### src/rtl/tff_mod_counter_pkg.sv
// Shared constants and helpers for the toggle-flop modulo counter.
// Direction encodings and a clog2 helper for callers sizing WIDTH from MOD.
package tff_mod_counter_pkg;

    localparam logic DIR_UP   = 1'b0;
    localparam logic DIR_DOWN = 1'b1;

    function automatic int clog2(input int value);
        int r;
        int v;
        r = 0;
        v = value - 1;
        while (v > 0) begin
            r = r + 1;
            v = v >> 1;
        end
        return r;
    endfunction

endpackage

### src/rtl/tff_mod_counter_cell.sv
// Single toggle flop: flips on T, synchronous active-high reset to RST_BIT.
module tff_cell #(
    parameter logic RST_BIT = 1'b0
) (
    input  logic CLK,
    input  logic RST,
    input  logic T,
    output logic Q
);

    logic q_q;

    always_ff @(posedge CLK) begin
        if (RST) begin
            q_q <= RST_BIT;
        end else if (T) begin
            q_q <= ~q_q;
        end
    end

    assign Q = q_q;

endmodule

### src/rtl/tff_mod_counter.sv
// Modulo-MOD counter built from WIDTH toggle cells, with load, carry and sticky wrap.
// Define TFF_MOD_COUNTER_UPDOWN_EN to honour DIR; otherwise the counter is up-only.
module tff_mod_counter
    import tff_mod_counter_pkg::*;
#(
    parameter int WIDTH     = 4,
    parameter int MOD       = 10,
    parameter int RESET_VAL = 0
) (
    input  logic             CLK,
    input  logic             RST,
    input  logic             EN,
    input  logic             LD,
    input  logic [WIDTH-1:0] LD_VAL,
    input  logic             DIR,
    input  logic             CLR_OVF,
    output logic [WIDTH-1:0] Q,
    output logic             TC,
    output logic             OVF
);

    if (MOD < 2 || MOD > (1 << WIDTH)) begin : g_bad_mod
        $error("tff_mod_counter: MOD must be in 2..2**WIDTH");
    end
    if (RESET_VAL < 0 || RESET_VAL >= MOD) begin : g_bad_rst
        $error("tff_mod_counter: RESET_VAL must be below MOD");
    end

    localparam logic [WIDTH-1:0] TERM_UP = WIDTH'(MOD - 1);
    localparam logic [WIDTH:0]   MOD_X   = (WIDTH + 1)'(MOD);

    logic [WIDTH-1:0] cnt_q;
    logic [WIDTH-1:0] cnt_d;
    logic [WIDTH-1:0] step;
    logic [WIDTH-1:0] ld_clamp;
    logic [WIDTH-1:0] tog;
    logic             at_term;
    logic             wrap;
    logic             ovf_q;
    logic             ovf_d;

`ifndef TFF_MOD_COUNTER_UPDOWN_EN
    logic unused_dir;
    assign unused_dir = DIR;
`endif

    always_comb begin
        at_term = (cnt_q == TERM_UP);
        step    = at_term ? '0 : cnt_q + WIDTH'(1);
`ifdef TFF_MOD_COUNTER_UPDOWN_EN
        if (DIR == DIR_DOWN) begin
            at_term = (cnt_q == '0);
            step    = at_term ? TERM_UP : cnt_q - WIDTH'(1);
        end
`endif
    end

    // Out-of-range loads saturate to the top legal count.
    assign ld_clamp = ({1'b0, LD_VAL} < MOD_X) ? LD_VAL : TERM_UP;

    always_comb begin
        cnt_d = cnt_q;
        if (LD) begin
            cnt_d = ld_clamp;
        end else if (EN) begin
            cnt_d = step;
        end
    end

    assign tog = cnt_d ^ cnt_q;

    for (genvar i = 0; i < WIDTH; i++) begin : g_cell
        tff_cell #(
            .RST_BIT(1'((RESET_VAL >> i) & 1))
        ) u_cell (
            .CLK(CLK),
            .RST(RST),
            .T  (tog[i]),
            .Q  (cnt_q[i])
        );
    end

    assign wrap = EN & ~LD & at_term;

    // A wrap on the same edge as CLR_OVF keeps the flag set.
    always_comb begin
        ovf_d = ovf_q;
        if (wrap) begin
            ovf_d = 1'b1;
        end else if (CLR_OVF) begin
            ovf_d = 1'b0;
        end
    end

    always_ff @(posedge CLK) begin
        if (RST) begin
            ovf_q <= 1'b0;
        end else begin
            ovf_q <= ovf_d;
        end
    end

    assign Q   = cnt_q;
    assign TC  = EN & at_term;
    assign OVF = ovf_q;

endmodule

### config.mk
export PLATFORM = sky130hd
export DESIGN_NAME = tff_mod_counter
export DESIGN_NICKNAME = d
export VERILOG_FILES = /design/src/rtl/tff_mod_counter_pkg.sv /design/src/rtl/tff_mod_counter_cell.sv /design/src/rtl/tff_mod_counter.sv
export SDC_FILE = /design/constraint.sdc
export NUM_CORES = 1
export LEC_CHECK = 0
export ABC_AREA = 1
export CORE_AREA = 2 2 39 41
export DETAILED_ROUTE_END_ITERATION = 10
export DIE_AREA = 0 0 41 43
export GPL_ROUTABILITY_DRIVEN = 0
export PLACE_DENSITY = 0.69
export SYNTH_ARGS = -nofsm -noshare
export SYNTH_HDL_FRONTEND = slang
export SYNTH_SLANG_ARGS = --single-unit
### constraint.sdc
create_clock -name CLK -period 1.1 [get_ports CLK]
set_input_delay 0.22 -clock CLK [delete_from_list [all_inputs] [get_ports CLK]]
set_output_delay 0.22 -clock CLK [all_outputs]
set_load 0.03 [all_outputs]
==> impl_metrics.toml <==
[grt]
grt_pass1_wl_um = 1390
grtUsageTotal_pct = 12.2
grt_start_max_net_pins = 7
grt_pass1_vias = 375
grt.overflow.total = 0
antenna_found_initial = 0

[timing]
fmax_mhz = 741
skew_ns = 0.000633
min_period_over_period_pct = 123
worstMarginPinSlew_ns = 0.255
setup_slack_ns = -0.249
rsz0062_at_grt = "yes"
setup_violations = 2
hold_violations = 0
min_period_ns = 1.35
slew_violations = 0
slew_headroom_pct = 82.9

[critical_path]
regToRegSetupSlack_ns = -0.01
slowest_stage = "dfxtp_2"
worstSetupPathType = "reg2out"
timing.rr.start = "g_cell[0].u_cell.Q"
cp-start-kind = "flop"
crit_path_max_fanout = 2
end_kind = "output port"
rr_worst_depth = 6
cpPeakStageDelay_ns = 0.32
cp_data_required_time_ns = 0.88
reg2reg_to = "g_cell[2].u_cell.Q"
arrival_ns = 1.13
crit_chain = "inv_2 -> ha_4 -> nand2_4 -> nor2_4 -> inv_2 -> nor2_4 -> buf_6"

[synth]
yosysTopAreaCellShare_pct = 28.2
synth_nets = 68
yosysUniqueCellTypes = 14
synth_top_cell_by_area = "dfxtp_1"
ys_ff_latch = 5
synthTopCellsByArea = "dfxtp_1 28%, nand2_1 14%, a21oi_1 8.5%"
ys_seq_area_share_pct = 28.2
syn_avg_cell_area_um2 = 6.35
synth_area_um2 = 355
yosysWarningCount = 0
synth_cells = 56

[pwr]
leakage_nw = 0.296
peakVddDrop_mv = 0.478
power.density_nw_per_um2 = 982
power.total_uw = 605

[min_path]
min_from = "OVF"
hp-class = "reg2reg"
whs_path_depth = 2
min_to = "OVF"

[placement]
portBuffers = 14
pre_cts_slack_ns = -0.206
dp_cells = 89
hpwl_um = 610

[clock_network]
htree_levels = 1
cts_tree = "yes"
clock_latency_ns = 0.24
cts_buffer_depth = 2
cts.reportedPaths.clkPinSlew_ns = 0.04
numCtsBuffers = 3
clock_sinks = 5
clock-root-buffer = "clkbuf_4"

[cells_and_area]
final_cell_mix = "11 x nand2_1, 8 x clkdlybuf4s50_1, 8 x buf_4"
multiInputGateArea_um2 = 234
n_fill_cell = 153
seq_area_um2 = 105
layout_commonest_cell = "nand2_1"
layout-drive-gt1-share_pct = 42.9
finalNetCount = 90
area_growth_pct = 73.2
n_antenna_cell = 0
layout.cells.non_filler = 93

[detailed_routing]
drt-total-wl_um = 768
firstDrtPassIters = 4
wl_per_cell_um = 8.26
drc = 0
route.vias.total = 405
viasPerCell = 4.35
drt-initial-drc-count = 6
final_antenna_net_count = 0

[run]
maxCapViolations = 0

[die]
ios = 16
coreArea_um2 = 1380
fp.dieH_um = 43
core.rowCount = 14
die_width_um = 41
initial_core_util_pct = 25.7
die-area_um2 = 1760

[run_status]
outcome = "finished, violations left"
violations = "negative setup slack"
metrics by stage:
stage / hold WS, ns / setup TNS, ns / util, % / cell area (um2)
floorplan: 0.282 / -0.0859 / - / 367
global placement: 0.464 / -1.03 / 38.6 / 534
detailed placement: 0.463 / -1.10 / 38.6 / 534
CTS: 0.471 / -0.306 / 43.7 / 604
global route: 0.508 / -0.488 / 44.5 / 616
finish: 0.468 / -0.258 / 44.5 / 616
final cells by class:
type,count,share of cell area (%)
Sequential cell,5,17.1
Clock buffer,4,4.27
Inverter,9,5.49
Tap cell,16,3.25
Multi-Input combinational cell,38,38.0
Timing Repair Buffer,21,31.9
how the worst max path moves through the flow:
| stage | to | cells after the start | slack, ns | startpoint |
|---|---|---|---|---|
| after CTS | TC | 7 | -0.28 | g_cell[1].u_cell.Q |
| final | TC | 7 | -0.25 | g_cell[1].u_cell.Q |
| after global routing | TC | 7 | -0.34 | g_cell[1].u_cell.Q |
| after global placement | TC | 4 | -0.19 | EN |
| after detailed placement | g_cell[3].u_cell.Q | 6 | -0.21 | LD |
| after floorplan | TC | 6 | -0.09 | g_cell[1].u_cell.Q |
layer usage:
metal	global-route usage (%)	vias to the layer above	share of wire, %	routed length, um
li1	-	213	-	-
met1	13.3	174	39	302
met2	18.4	14	51	395
met3	3.14	4	5.7	44
met4	10.0	0	3.3	25
met5	0	-	0	0
cell families (layout without fill, tap and decap cells):
logic type / count (synthesis) / after routing / share of synthesized area, %
AND/OR/NAND/NOR: 23 / 23 / 26.4
buffers and inverters: 13 / 34 / 18.0
AO/OA/AOI/OAI: 13 / 13 / 20.4
flip-flops: 5 / 5 / 28.2
adder cells (fa/ha/maj): 2 / 2 / 7.04
worst max-delay path, delay by kind of cell (launching register included):
kind | cells | cell delay, ns
flip-flops | 1 | 0.32
adder cells (fa/ha/maj) | 1 | 0.13
AND/OR/NAND/NOR | 3 | 0.20
buffers and inverters | 3 | 0.24
power by group:
part           switching, mW  internal [mW]
combinational         0.0922         0.0950
sequential           0.00990          0.196
clock                 0.0749          0.137
sequential cells by signal (all words and copies together), names as in the netlist:
name             cells
OVF                  1
g_cell.u_cell.Q      4
cells in the mapped netlist, drive strengths merged:
library cell	instances
buf	4
dfxtp	5
ha	2
inv	9
nand2	14
o21ai	5
nor2	7
nand3	2
a21oi	8
what timing repair did:
action / in CTS / in global routing
endpoints found under the setup margin: 2 / 8
gates cloned: 0 / 0
buffers inserted: 1 / 1
hold buffers: 0 / 0
pin swaps: 3 / 2
hold endpoints to repair: 0 / 0
resized for setup: 14 / 4
Power figures use the tool's default switching activity.
